`config.mk`:
```
export PLATFORM = sky130hd
export DESIGN_NAME = exec_stall_sequencer
export DESIGN_NICKNAME = d
export VERILOG_FILES = /design/src/rtl/exec_stall_sequencer.sv
export SDC_FILE = /design/constraint.sdc
export NUM_CORES = 1
export LEC_CHECK = 0
export CAP_MARGIN = 0
export CORE_AREA = 2 2 59 56
export DETAILED_ROUTE_END_ITERATION = 8
export DIE_AREA = 0 0 61 58
export PLACE_DENSITY_LB_ADDON = 0.08
export SLEW_MARGIN = 0
export SYNTH_ARGS = -nofsm -noshare
export SYNTH_HDL_FRONTEND = slang
export SYNTH_SLANG_ARGS = --single-unit
```
`constraint.sdc`:
```
create_clock -name clock -period 7.2 [get_ports clock]
set_input_delay 2.16 -clock clock [delete_from_list [all_inputs] [get_ports clock]]
set_output_delay 2.16 -clock clock [all_outputs]
set_load 0.1 [all_outputs]
```
`src/rtl/exec_stall_sequencer.sv`:
```
// Cycle sequencer: stalls the single-cycle core for IN/OUT/DIV/MOD, absorbs HLT,
// and gates decoder write enables so no architectural state changes while stalled.
module exec_stall_sequencer #(
    parameter int unsigned DIV_CYCLES = 4,
    parameter int unsigned CNT_W      = 16
) (
    input  logic             clock,
    input  logic             reset,
    input  logic [5:0]       opcode,
    input  logic             RegWriteIn,
    input  logic             WriteFlagIn,
    input  logic             in_valid,
    output logic             in_ack,
    input  logic             out_ready,
    output logic             out_valid,
    output logic             div_start,
    output logic             pc_enable,
    output logic             reg_write,
    output logic             mem_write,
    output logic             halted,
    output logic [2:0]       state,
    output logic [CNT_W-1:0] stall_cycles
);

    localparam int unsigned DIV_W = (DIV_CYCLES > 1) ? $clog2(DIV_CYCLES) : 1;

    localparam logic [5:0] OP_IN  = 6'b010101;
    localparam logic [5:0] OP_OUT = 6'b010110;
    localparam logic [5:0] OP_HLT = 6'b010111;
    localparam logic [5:0] OP_DIV = 6'b011001;
    localparam logic [5:0] OP_MOD = 6'b011010;

    typedef enum logic [2:0] {
        S_RUN      = 3'd0,
        S_WAIT_IN  = 3'd1,
        S_WAIT_OUT = 3'd2,
        S_DIV_BUSY = 3'd3,
        S_HALT     = 3'd4
    } state_t;

    state_t             state_q, state_d;
    logic [DIV_W-1:0]   div_cnt_q, div_cnt_d;
    logic [CNT_W-1:0]   stall_q;
    logic               halted_q;
    logic               div_last;

    assign div_last = (div_cnt_q == DIV_W'(DIV_CYCLES - 1));

    // State, divider counter, halt flag and stall counter
    always_ff @(posedge clock) begin
        if (reset) begin
            state_q   <= S_RUN;
            div_cnt_q <= '0;
            stall_q   <= '0;
            halted_q  <= 1'b0;
        end else begin
            state_q   <= state_d;
            div_cnt_q <= div_cnt_d;
            halted_q  <= (state_d == S_HALT);
            if (!pc_enable && state_q != S_HALT && state_d != S_HALT && stall_q != '1)
                stall_q <= stall_q + CNT_W'(1);
        end
    end

    // Next state and Mealy enables; reset forces every enable low
    always_comb begin
        state_d   = state_q;
        div_cnt_d = div_cnt_q;
        pc_enable = 1'b0;
        reg_write = 1'b0;
        mem_write = 1'b0;
        in_ack    = 1'b0;
        out_valid = 1'b0;
        div_start = 1'b0;

        if (!reset) begin
            case (state_q)
                S_RUN: begin
                    case (opcode)
                        OP_IN: begin
                            if (in_valid) begin
                                in_ack    = 1'b1;
                                reg_write = RegWriteIn;
                                pc_enable = 1'b1;
                            end else begin
                                state_d = S_WAIT_IN;
                            end
                        end
                        OP_OUT: begin
                            out_valid = 1'b1;
                            if (out_ready) pc_enable = 1'b1;
                            else           state_d   = S_WAIT_OUT;
                        end
                        OP_HLT: state_d = S_HALT;
                        OP_DIV, OP_MOD: begin
                            div_start = 1'b1;
                            div_cnt_d = '0;
                            state_d   = S_DIV_BUSY;
                        end
                        default: begin
                            pc_enable = 1'b1;
                            reg_write = RegWriteIn;
                            mem_write = WriteFlagIn;
                        end
                    endcase
                end
                S_WAIT_IN: begin
                    if (in_valid) begin
                        in_ack    = 1'b1;
                        reg_write = RegWriteIn;
                        pc_enable = 1'b1;
                        state_d   = S_RUN;
                    end
                end
                S_WAIT_OUT: begin
                    out_valid = 1'b1;
                    if (out_ready) begin
                        pc_enable = 1'b1;
                        state_d   = S_RUN;
                    end
                end
                S_DIV_BUSY: begin
                    if (div_last) begin
                        reg_write = RegWriteIn;
                        pc_enable = 1'b1;
                        div_cnt_d = '0;
                        state_d   = S_RUN;
                    end else begin
                        div_cnt_d = div_cnt_q + DIV_W'(1);
                    end
                end
                S_HALT:  state_d = S_HALT;
                default: state_d = S_RUN;
            endcase
        end
    end

    assign state        = state_q;
    assign halted       = halted_q;
    assign stall_cycles = stall_q;

endmodule
```
# [After elaboration in Yosys (flattened, before gate mapping)]
# Index checks and enable logic that the tools add are counted.
[classes] addsub=2 eq_ne=15 muxes=34 n_reduce_logical=11
[op_table] operator="$eq A6 B5 Y1 const B" n=5
[op_table] operator="$mux W3" n=6
[op_table] operator="$mux W1" n=17
[op_table] operator="$add A16 B1 Y16 const B" n=1
[op_table] operator="$ne A16 B16 Y1 const B" n=1
[op_table] operator="$pmux W3 S5" n=1
[op_table] operator="$pmux W3 S4" n=1
[op_table] operator="$eq A3 B2 Y1 const B" n=2
[op_table] operator="$eq A3 B3 Y1 const B" n=2
[op_table] operator="$ne A3 B3 Y1 const B" n=2
[op_table] operator="$pmux W1 S2" n=3
[op_table] operator="$pmux W1 S3" n=2
[op_table] operator="$reduce_or A5 Y1" n=1
[op_table] operator="$mux W2" n=2
[op_table] operator="$pmux W1 S4" n=1
[op_table] operator="$pmux W2 S2" n=1
[op_table] operator="$reduce_or A4 Y1" n=1
[op_table] operator="$eq A3 B1 Y1 const B" n=1
[op_table] operator="$logic_and A1 B1 Y1" n=3
[op_table] operator="$logic_not A3 Y1" n=1
[op_table] operator="$reduce_or A3 Y1" n=1
[op_table] operator="$add A2 B1 Y2 const B" n=1
[op_table] operator="$eq A2 B2 Y1 const B" n=1
[op_table] operator="$ne A2 B1 Y1 const B" n=1
[op_table] operator="4 further kinds" n=4
[totals] word_cells=66 input_bits=12 register_bits=22

# [Depth between registers and ports, before layout]
[depth] ltp_word=9 depth_mapped=9

# [Worst setup path after synthesis]
# OpenSTA, ideal clock, no wires.
[synth_path] path_type="in2out" from="in opcode[1]" to="out pc_enable" arrival_time_ns=5.192 path_buffers=0 required_time_ns=5.040 stages=5 path_slack_ns=-0.152 path_cell_list="nor2b_1 -> a31oi_1 -> nor4_2 -> a211oi_4 -> inv_1"
[synth_between] elab_chain_cells=5 elab_cells_between_ends=9 cone_classes="5 x eq/ne; 3 x mux; 1 x reduce/logical"
[synth_rtl] element="start, declared" line_no="9" text="input logic [5:0] opcode,"
[synth_rtl] element="$eq A6 B5 Y1" line_no="79" text="case (opcode)"
[synth_rtl] element="$reduce_or A3 Y1 (no line)"
[synth_rtl] element="$pmux W1 S3 *" line_no="79"
[synth_rtl] element="$pmux W1 S4 *" line_no="77" text="case (state_q)"
[synth_rtl] element="$mux W1 *" line_no="76" text="if (!reset) begin"
[synth_rtl] element="end, declared" line_no="17" text="output logic pc_enable,"
# Mark *: on every way between the ends. The rest lies on a longest branch, timed or not.

# [Worst setup path in the final report]
[layout_path] from="in reset" to="out pc_enable"
[layout_between] elab_chain_cells=1
[layout_rtl] element="start, declared" line_no="8" text="input logic reset,"
[layout_rtl] element="$mux W1" line_no="76"
# Every way passes these cells.

==> summary.txt <==
Power
  – Overall Power: 0.000286 W
  – VDD IR-drop max: 170 uV
  – Clk pwr share: 32.6%
  – Cell Pwr Density: 166 nW/um^2
  – Share of total power in sequential cells: 44.7%
  – Leak Pwr: 0.612 nW
  – Comb pwr share: 22.7%
  – Sw frac: 29.6%
  – Net switching power: 0.0000847 W
  – Int Power: 0.000201 W

STA
  – Final min period: 6.27 ns
  – Tightest Pin Transition: 0.969 ns
  – Final period util: 87.0%
  – Fmax: 160 MHz
  – Final setup violation count: 0
  – Hold Fails Final Rpt: 0
  – Final setup margin: 0.935 ns
  – Setup TNS: 0 ns
  – Max-slew violation count: 0
  – Unrepaired setup endpoints after global routing: no
  – Slew headroom: 35.2%
  – Clk_skew: 0.00684 ns

Finish
  – Synth-to-Final Area Change: 36.9%
  – Final-layout fill cell count: 260
  – Share of post-route cells with drive strength above 1: 11.3%
  – # diodes: 0
  – Nets@finish: 201

Route
  – Max Used Layer: met4
  – Vias per cell: 5.51
  – WL met1: 1.41 mm
  – DRT antenna net count: 0
  – Met3 Wirelength: 150 um
  – Met2 WL post-DR: 1.36 mm
  – Avg WL per Cell: 13.0 um
  – 1st-pass router iterations: 4
  – Initial drt markers: 86
  – Post-Route WL: 2.97 mm
  – DRC violations left: 0
  – Routed via count: 1256

Logic synthesis
  – Synth Register Bits: 22
  – Netlist cell types: 44
  – Ys Warns: 0
  – Post-synth net total: 165
  – Post-Syn Area: 1260 um^2
  – Top FF cell, synth: dfxtp_1
  – Syn_area_per_cell: 8.33 um^2
  – Post-synth ARST share: 0%
  – Mapped Cells: 151
  – Sequential share of the synthesized area: 35.0%
  – Post-synth EDFFs: 0

Setup path
  – Crit Path Class: input pin to output port
  – Critical Path Sink Type: output port
  – Crit path from: reset
  – FF-to-FF Start: state[2]
  – Critical Path RT: 5.04 ns
  – WP data arrival: 4.11 ns
  – Crit Path Max Fanout: 15
  – Worst setup SP type: input pin

Global route
  – Largest net degree at the start of global routing: 16
  – Global-route wire length before repair: 5.05 mm
  – Initial antenna violation count: 0
  – GR Overflow Total: 0
  – Vias in the first global route: 1184
  – GRT Util Overall: 18.6%

Placement
  – Dpl hpwl: 2.25 mm
  – Gp weighted congestion: 0.856
  – DP Worst Slack: 0.935 ns
  – Port bufs: 37

CTS
  – H-tree Lvls: 1
  – Clock Tree Root: clkbuf_4
  – Skew-Pair Late Insertion Delay: 0.31 ns
  – Post-CTS Setup Inserts: 0
  – # clock sinks: 22
  – PostCTS Resize Cnt: 0
  – Clk buf depth: 2
  – Total CTS buffers: 3
  – Hold buffers post-CTS: 0
  – CTS tree: yes
  – Clock-pin transition on the worst setup and hold timing paths: 0.12 ns

Min path
  – Class of the worst hold path: flop to flop
  – Worst Hold Launch: div_cnt_q[1]

Flow run
  – Max Cap Viol: 0

Floorplan
  – Die height: 58 um
  – Top-Level Pins: 38
  – Initial Utilization: 43.0%
  – Core area: 2920 um^2
  – Row count: 19
  – Die area: 3540 um^2
  – Die W: 61 um

Status
  – Status: finished, final reports clean
[Yosys cell counts (2+ instances only)]
library cell | instances | area share (%)
or2_2 | 3 | 1.5
or3_1 | 6 | 3.0
and3_1 | 4 | 2.0
o21a_1 | 2 | 1.2
nand4_1 | 6 | 3.0
or4_1 | 2 | 1.2
clkbuf_1 | 3 | 0.90
a21oi_1 | 8 | 3.2
ha_1 | 2 | 2.0
nor4_1 | 2 | 0.99
nor2b_4 | 2 | 2.2
nor2_1 | 15 | 4.5
inv_1 | 3 | 0.90
xor2_1 | 6 | 4.2
nand3_1 | 9 | 3.6
nor3_1 | 4 | 1.6
buf_2 | 3 | 1.2
dfxtp_1 | 22 | 35
o21ai_0 | 8 | 3.2
nor2b_1 | 3 | 1.5
o31ai_1 | 2 | 1.2
a31oi_1 | 5 | 2.5
and2_1 | 2 | 0.99
nand2_1 | 8 | 2.4
o221ai_1 | 2 | 1.4
[final cells by class]
type                       instances  area (um^2)  area share, %
multi-input combinational        119          777           45.1
clock inverter                     1         30.0           1.74
clock buffer                       3         22.5           1.31
timing repair buffer              38          388           22.5
inverter                           3         11.3          0.654
tap                               42         52.6           3.05
sequential                        22          440           25.6
[final timing paths]
path         cells past startpoint  slack (ns)               to
max                              6        0.93        pc_enable
min reg2reg                      2        0.49     div_cnt_q[1]
max reg2reg                      7        4.77  stall_cycles[5]
min                              2        0.49     div_cnt_q[1]
[through the flow]
step / cell area, um^2 / hold WS [ns] / util, % / cells
5_1_grt: 1720 / 0.530 / 58.9 / 228
3_3_place_gp: 1670 / 0.461 / 57.1 / 224
2_1_floorplan: 1270 / 0.452 / - / 151
3_5_place_dp: 1670 / 0.478 / 57.1 / 224
6_report: 1720 / 0.489 / 58.9 / 228
4_1_cts: 1720 / 0.497 / 58.9 / 228
[cells in the final DEF, fill, tap and decap left out, types with 4 or more instances in the layout]
cell type | Yosys | layout
o21ai_0 | 8 | 8
nor3_1 | 4 | 4
nand4_1 | 6 | 6
or3_1 | 6 | 6
nand2_1 | 8 | 8
buf_4 | 0 | 5
dfxtp_1 | 22 | 22
nor2_1 | 15 | 15
a21oi_1 | 8 | 8
clkdlybuf4s50_1 | 0 | 31
nand3_1 | 9 | 9
and3_1 | 4 | 4
a31oi_1 | 5 | 5
xor2_1 | 6 | 6
[metal layers]
layer / vias up / track usage, %
met1: 583 / 25.4
met3: 6 / 3.79
met2: 38 / 27.5
li1: 629 / -
met5: - / 0
met4: 0 / 9.94
[power groups by stage]
stage          clock network [W]  logic [W]  registers (W)
5_1_grt                 0.000102  0.0000686       0.000128
3_3_place_gp                   0  0.0000640       0.000130
6_report               0.0000932  0.0000649       0.000128
3_5_place_dp                   0  0.0000649       0.000131
4_1_cts                0.0000961  0.0000650       0.000128
2_1_floorplan                  0  0.0000303       0.000145
[critical path, cell delays in order]
cell	delay, ns
clkdlybuf4s50_1	0.81
buf_4	0.30
nor4_4	0.07
a211oi_4	0.42
inv_1	0.14
buf_12	0.19
[sequential cells by signal, summed over array words and instances, names as in the netlist]
register	flops
div_cnt_q	2
halted	1
stall_cycles	16
state	3
[logic make-up (layout without fill, tap and decap cells)]
group	after synthesis	count (layout)	share of synthesized area, %
XOR/XNOR	6	6	4.18
AND/OR/NAND/NOR	74	74	34.0
flip-flops	22	22	35.0
multiplexers	2	2	1.69
buffers and inverters	10	45	3.88
adder cells (fa/ha/maj)	2	2	1.99
AO/OA/AOI/OAI	35	35	19.2
Note: power is estimated with default switching activity, not from simulation.
